===== config.mk =====
export PLATFORM = sky130hd
export DESIGN_NAME = pia_riot
export DESIGN_NICKNAME = d
export VERILOG_FILES = /design/src/rtl/pia_riot_pkg.sv /design/src/rtl/pia_riot_timer.sv /design/src/rtl/pia_riot.sv
export SDC_FILE = /design/constraint.sdc
export NUM_CORES = 1
export LEC_CHECK = 0
export BUFFER_PORTS_ARGS = -buffer_cell sky130_fd_sc_hd__buf_2
export CAP_MARGIN = 30
export CORE_MARGIN = 2
export CORE_UTILIZATION = 53
export CTS_BUF_LIST = sky130_fd_sc_hd__clkbuf_16
export DETAILED_ROUTE_END_ITERATION = 16
export PLACE_DENSITY = 0.79
export SYNTH_ARGS = -nofsm -noshare
export SYNTH_HDL_FRONTEND = slang
export SYNTH_SLANG_ARGS = --single-unit

===== constraint.sdc =====
create_clock -name clk_i -period 2.3 [get_ports clk_i]
set_input_delay 0.23 -clock clk_i [delete_from_list [all_inputs] [get_ports clk_i]]
set_output_delay 0.23 -clock clk_i [all_outputs]
set_load 0.02 [all_outputs]

===== src/rtl/pia_riot_pkg.sv =====
// Purpose: shared constants for the PIA/RIOT block (register map, prescale codes, TIMINT bits).
// Latency: n/a (constants and pure helper functions only).
// Backpressure: n/a.
package pia_riot_pkg;

    // Register map
    localparam logic [6:0] ADR_INTIM      = 7'h04;
    localparam logic [6:0] ADR_TIMINT     = 7'h05;
    localparam logic [6:0] ADR_INTIM_HI   = 7'h06;
    localparam logic [6:0] ADR_EDGE_BASE  = 7'h04;
    localparam logic [6:0] ADR_EDGE_MASK  = 7'h7C;   // 0x04-0x07
    localparam logic [6:0] ADR_TIMER_BASE = 7'h14;
    localparam logic [6:0] ADR_TIMER_MASK = 7'h74;   // 0x14-0x17, 0x1C-0x1F
    localparam int         TIMER_IE_BIT   = 3;       // address bit enabling the timer IRQ

    // Prescale select encodings (address bits [1:0] of a timer write)
    localparam logic [1:0] PRESC_1    = 2'd0;
    localparam logic [1:0] PRESC_8    = 2'd1;
    localparam logic [1:0] PRESC_64   = 2'd2;
    localparam logic [1:0] PRESC_1024 = 2'd3;

    // TIMINT bit positions
    localparam int TIMINT_TIMER_BIT = 7;
    localparam int TIMINT_EDGE_BIT  = 6;

    // Terminal count of the prescaler: prescale - 1
    function automatic logic [9:0] presc_last(input logic [1:0] sel);
        case (sel)
            PRESC_1:  return 10'd0;
            PRESC_8:  return 10'd7;
            PRESC_64: return 10'd63;
            default:  return 10'd1023;
        endcase
    endfunction

    // Data register address of I/O port n; its DDR sits at the next address
    function automatic logic [6:0] port_base(input int n);
        return (n < 2) ? 7'(2 * n) : 7'(8 + 2 * (n - 2));
    endfunction

endpackage


===== src/rtl/pia_riot_timer.sv =====
// Purpose: interval timer - prescaler, INTIM down-counter, underflow flag.
// Latency: load takes effect on the strobe edge; first decrement `prescale` cycles later.
// Backpressure: none; load and flag-clear are single-cycle pulses always accepted.
module pia_riot_timer
    import pia_riot_pkg::*;
#(
    parameter int TIMER_W = 8
) (
    input  logic               clk,
    input  logic               rst_n,
    input  logic               load,
    input  logic [TIMER_W-1:0] load_val,
    input  logic [1:0]         load_sel,
    input  logic               clr_flag,
    output logic [TIMER_W-1:0] intim,
    output logic               flag
);

    logic [9:0] presc_cnt;
    logic [1:0] presc_sel;
    logic       fast;       // set on underflow: count every cycle until the next load
    logic       tick;
    logic       underflow;

    assign tick      = fast | (presc_cnt == presc_last(presc_sel));
    assign underflow = tick & (intim == '0);

    // Prescaler, counter and flag; a load overrides any same-cycle underflow
    always_ff @(posedge clk or negedge rst_n) begin
        if (!rst_n) begin
            presc_cnt <= 10'd0;
            presc_sel <= PRESC_1024;
            fast      <= 1'b0;
            intim     <= '0;
            flag      <= 1'b0;
        end else if (load) begin
            presc_cnt <= 10'd0;
            presc_sel <= load_sel;
            fast      <= 1'b0;
            intim     <= load_val;
            flag      <= 1'b0;
        end else begin
            presc_cnt <= tick ? 10'd0 : presc_cnt + 10'd1;
            if (tick) begin
                intim <= intim - TIMER_W'(1);
            end
            if (underflow) begin
                fast <= 1'b1;
                flag <= 1'b1;
            end else if (clr_flag) begin
                flag <= 1'b0;
            end
        end
    end

endmodule


===== src/rtl/pia_riot.sv =====
// Purpose: PIA/RIOT-style I/O ports, interval timer and optional PA7 edge detector (PIA_RIOT_EDGE_DET_EN).
// Latency: writes take effect on the strobe edge; dat_o is registered, valid one cycle after a read.
// Backpressure: none; every strobe is accepted in its cycle.
module pia_riot
    import pia_riot_pkg::*;
#(
    parameter int NPORTS  = 2,
    parameter int TIMER_W = 8
) (
    input  logic                clk_i,
    input  logic                rst_ni,
    input  logic                stb_i,
    input  logic                we_i,
    input  logic [6:0]          adr_i,
    input  logic [7:0]          dat_i,
    output logic [7:0]          dat_o,
    output logic                irq_o,
    input  logic [8*NPORTS-1:0] port_i,
    output logic [8*NPORTS-1:0] port_o,
    output logic [8*NPORTS-1:0] port_dir_o
);

    logic               wr_en;
    logic               rd_en;
    logic               timer_load;
    logic               timer_ie;
    logic               timer_flag;
    logic [TIMER_W-1:0] intim;
    logic [15:0]        intim_ext;
    logic               edge_flag;
    logic               edge_ie;
    logic [7:0]         rd_dat;

    assign wr_en      = stb_i & we_i;
    assign rd_en      = stb_i & ~we_i;
    assign timer_load = wr_en & ((adr_i & ADR_TIMER_MASK) == ADR_TIMER_BASE);
    assign intim_ext  = 16'(intim);

    pia_riot_timer #(.TIMER_W(TIMER_W)) u_timer (
        .clk      (clk_i),
        .rst_n    (rst_ni),
        .load     (timer_load),
        .load_val (TIMER_W'(dat_i)),
        .load_sel (adr_i[1:0]),
        .clr_flag (rd_en & (adr_i == ADR_INTIM)),
        .intim    (intim),
        .flag     (timer_flag)
    );

    // Timer IRQ enable is re-latched by every timer load
    always_ff @(posedge clk_i or negedge rst_ni) begin
        if (!rst_ni) begin
            timer_ie <= 1'b0;
        end else if (timer_load) begin
            timer_ie <= adr_i[TIMER_IE_BIT];
        end
    end

    // Port data latches and direction registers
    always_ff @(posedge clk_i or negedge rst_ni) begin
        if (!rst_ni) begin
            port_o     <= '0;
            port_dir_o <= '0;
        end else if (wr_en) begin
            for (int n = 0; n < NPORTS; n++) begin
                if (adr_i == port_base(n)) begin
                    port_o[8*n +: 8] <= dat_i;
                end
                if (adr_i == port_base(n) + 7'd1) begin
                    port_dir_o[8*n +: 8] <= dat_i;
                end
            end
        end
    end

`ifdef PIA_RIOT_EDGE_DET_EN
    logic pa7_q;
    logic edge_pol;     // 1 = rising edge, 0 = falling edge
    logic edge_hit;

    assign edge_hit = edge_pol ? (~pa7_q & port_i[7]) : (pa7_q & ~port_i[7]);

    // PA7 edge detector; a detected edge wins over a same-cycle TIMINT read
    always_ff @(posedge clk_i or negedge rst_ni) begin
        if (!rst_ni) begin
            pa7_q     <= 1'b0;
            edge_pol  <= 1'b0;
            edge_ie   <= 1'b0;
            edge_flag <= 1'b0;
        end else begin
            pa7_q <= port_i[7];
            if (wr_en && ((adr_i & ADR_EDGE_MASK) == ADR_EDGE_BASE)) begin
                edge_pol <= adr_i[0];
                edge_ie  <= adr_i[1];
            end
            if (edge_hit) begin
                edge_flag <= 1'b1;
            end else if (rd_en && (adr_i == ADR_TIMINT)) begin
                edge_flag <= 1'b0;
            end
        end
    end
`else
    assign edge_flag = 1'b0;
    assign edge_ie   = 1'b0;
`endif

    // Read mux: pins show through where the DDR marks a bit as input
    always_comb begin
        rd_dat = 8'h00;
        case (adr_i)
            ADR_INTIM:    rd_dat = intim_ext[7:0];
            ADR_TIMINT: begin
                rd_dat[TIMINT_TIMER_BIT] = timer_flag;
                rd_dat[TIMINT_EDGE_BIT]  = edge_flag;
            end
            ADR_INTIM_HI: rd_dat = intim_ext[15:8];
            default:      rd_dat = 8'h00;
        endcase
        for (int n = 0; n < NPORTS; n++) begin
            if (adr_i == port_base(n)) begin
                rd_dat = (port_o[8*n +: 8] & port_dir_o[8*n +: 8]) |
                         (port_i[8*n +: 8] & ~port_dir_o[8*n +: 8]);
            end else if (adr_i == port_base(n) + 7'd1) begin
                rd_dat = port_dir_o[8*n +: 8];
            end
        end
    end

    // Registered read data, held between reads
    always_ff @(posedge clk_i or negedge rst_ni) begin
        if (!rst_ni) begin
            dat_o <= 8'h00;
        end else if (rd_en) begin
            dat_o <= rd_dat;
        end
    end

    assign irq_o = (timer_flag & timer_ie) | (edge_flag & edge_ie);

endmodule


==> summary.txt <==
Run status
  • Status: finished clean

Clock tree
  • CTS sink cnt: 63
  • Worst-Skew Late Latency: approximately 0.34 ns
  • Clk root buf: clkbuf_16
  • TritonCTS Buffers: 9
  • H-Tree Depth: 3
  • Clk slew on worst S/H paths: about 0.060 ns
  • TritonCTS clock tree: done
  • Post-CTS setup buffer count: 0
  • Max clock buf depth: 2
  • Hold-fix buffers at CTS: 0
  • # resized after CTS: 0

Final layout
  • Fin util: between 60% and 70%
  • Layout area overhead: 25.1%
  • Fraction of layout cells with a size suffix above 1: between 30% and 40%
  • Fin area: roughly 4000 um^2
  • Antenna cells: 0
  • Final nets: 411

Timing
  • Setup Viol. Count Final: 0
  • Final min period: 2.10 ns
  • Max frequency: roughly 480 MHz
  • Setup WS post-layout: 0.198 ns
  • Max Slew Vio Count: 0
  • Slew @ Worst Pin: just under 0.8 ns
  • Setup_tns: 0 ns
  • Clock skew: between 0.009 and 0.01 ns
  • Unrepaired setup endpoints after global routing: false
  • Final Hold Violating Endpoints: 0
  • Final period util: between 90% and 100%
  • Worst slew margin: 47.7%

Pwr
  • VDD IR-drop max: about 0.6 mV
  • Power Density: 903 nW/um^2
  • Static Leak: slightly below 2 nW

Synth
  • Simple-Gate Fraction of Synth Area: between 10% and 20%
  • Library cells used by synthesis: 42
  • Compound-cell area share of the yosys netlist: 12.0%
  • Seq/Total Area, Yosys: between 40% and 50%
  • Largest family of logic cells by synthesized area: simple AND/OR/NAND/NOR gates
  • Top cells by area, synth: dfrtp_1 (48%), mux2_2 (14%), a21oi_1 (4.1%)
  • Adder-cell area share of the yosys netlist: under 10%
  • Post-synth EDFFs: 0
  • Mapped Nets: 328
  • Top cell type's share of synthesized area: around half
  • Synth warn: 0
  • Synthesized area per cell: around 11 um^2
  • Post-synthesis async set-or-reset flop share: 100%
  • #FFs+latches synth: between 60 and 70
  • Synth area leader: dfrtp_1
  • Post-synthesis instance area: between 3000 and 4000 um^2
  • Post-synthesis xor/xnor area fraction: ~4.1%
  • Post-Syn Instances: between 200 and 300
  • Post-synth top flop: dfrtp_1
  • Mux cell area share after synthesis: about 15%
  • Synth cell count leaders: dfrtp_1 (61), mux2_2 (40), nor2_1 (31)
  • Top-count cell post-synth: dfrtp_1

Critical path
  • Crit end category: flip-flop
  • Reg2reg setup slack: 0.20 ns
  • Crit Path Class: flip-flop to flip-flop
  • Arrival @ worst endpoint: between 2 and 2.5 ns
  • Crit. Startpoint: u_timer.presc_sel[1]
  • R2r startpoint: u_timer.presc_sel[1]
  • Reg2reg end: u_timer.intim[5]
  • CP required: about 2.5 ns
  • Reg2Reg Depth: 6
  • Critical path endpoint: u_timer.intim[5]
  • CP Launch Type: flip-flop
  • Crit-path max FO: 10

Die
  • Die ar.: 6610 um^2
  • Core Footprint: between 5000 and 6000 um^2
  • Die H: ~80 um
  • Die Wd: approximately 81 um
  • Num rows: 28
  • Top-level I/O count: 76
  • Initial Utilization: between 50% and 60%

Flow run
  • Max Cap Violations: 0

Hold path
  • Worst Hold Class: input pin to async pin

Detailed routing
  • Iter 0 DRT Violations: about 140
  • Routed via count: 2579
  • Wirelength per Cell: roughly 17 um
  • Residual DRC count: 0
  • DR pass1 iterations: 4
  • DR vias/cell: between 5 and 6
  • ANT nets after route: 0
  • Wirelength, routed: just under 8 mm

GRT
  • Initial antenna violation count: 0
  • GRT Resource Usage Total: between 20 and 30%
  • Vias in the first global route: 2493
  • First-pass GRT wire length: between 10 and 15 mm
  • GR Overflow Total: 0
  • Largest net degree at the start of global routing: 64

Place
  • GP Congestion: between 0.9 and 1
  • DP HPWL: ~5.2 mm
  • Place WS: just over 0.2 ns
  • PortBufs: 75
  • Placed inst area: 3640 um^2
-- flip-flops by register name, summed over array words and instances (netlist names) --
signal,count
dat_o,8
port_dir_o,16
port_o,16
timer_ie,1
u_timer.fast,1
u_timer.flag,1
u_timer.intim,8
u_timer.presc_cnt,10
u_timer.presc_sel,2
-- layout make-up --
class / instances / area [um^2]
clock buffer: 9 / 225
sequential: 63 / 1580
timing repair buffer: 82 / 428
fill: 437 / 1890
clock inverter: 7 / 95.1
inverter: 5 / 18.8
multi-input combinational: 212 / 1530
tap: 75 / 93.8
-- worst min-delay path by stage --
stage	to	slack, ns
floorplan	dat_o[0]	-0.07
global placement	dat_o[6]	0.44
detailed placement	port_o[14]	0.44
CTS	port_o[14]	0.09
global route	port_o[14]	0.14
finish	port_o[14]	0.06
-- report_power, final --
| group | switching [mW] | internal, mW |
|---|---|---|
| clock | 0.498 | 0.949 |
| combinational | 0.380 | 0.321 |
| sequential | 0.171 | 1.26 |
| total | 1.05 | 2.53 |
-- cell families after synthesis --
family | after synthesis
AO/OA/AOI/OAI | 63
XOR/XNOR | 15
adder cells (fa/ha/maj) | 3
buffers and inverters | 15
flip-flops | 63
multiplexers | 42
AND/OR/NAND/NOR | 89
-- worst max-delay path, cell delays in order (launching register included) --
cell,delay [ns]
dfstp_2,0.56
nand2_1,0.08
or3_4,0.39
a211oi_4,0.38
o21ai_0,0.16
xnor2_1,0.15
mux2_2,0.26
-- through the flow --
stage          hold slack (ns)  cells  power [mW]
6_report                0.0603    453        3.58
3_3_place_gp             0.440    437        2.11
4_1_cts                 0.0903    453        3.60
5_1_grt                  0.139    453        3.75
2_1_floorplan          -0.0656    290        1.92
3_5_place_dp             0.443    437        2.13
-- routing by layer --
metal | routed length (um) | GRT usage, % | vias up | part of all wire, %
met2 | 3600 | 37.5 | 92 | 46
met3 | 546 | 6.44 | 17 | 7.0
met5 | 0 | 0 | - | 0
met1 | 3460 | 35.3 | 1253 | 44
li1 | - | - | 1217 | -
met4 | 187 | 13.7 | 0 | 2.4
-- placed cells by master (no fill, tap or decap), types with 2 or more instances in the layout --
cell / n
a21oi_1: 26
a32o_1: 7
and2_1: 2
and3_1: 4
buf_2: 75
buf_4: 7
bufinv_16: 2
clkbuf_16: 9
clkinv_2: 2
dfrtp_1: 61
dfstp_2: 2
ha_1: 3
inv_1: 4
mux2_2: 40
mux2i_1: 2
nand2_1: 18
nand2b_1: 2
nand3_1: 3
nand4_4: 2
nor2_1: 31
nor3_1: 6
nor3b_1: 9
nor4_1: 2
nor4_2: 2
o21ai_0: 23
or3_1: 2
xnor2_1: 10
xor2_1: 5
No activity file was read; power rests on OpenSTA's default activity.
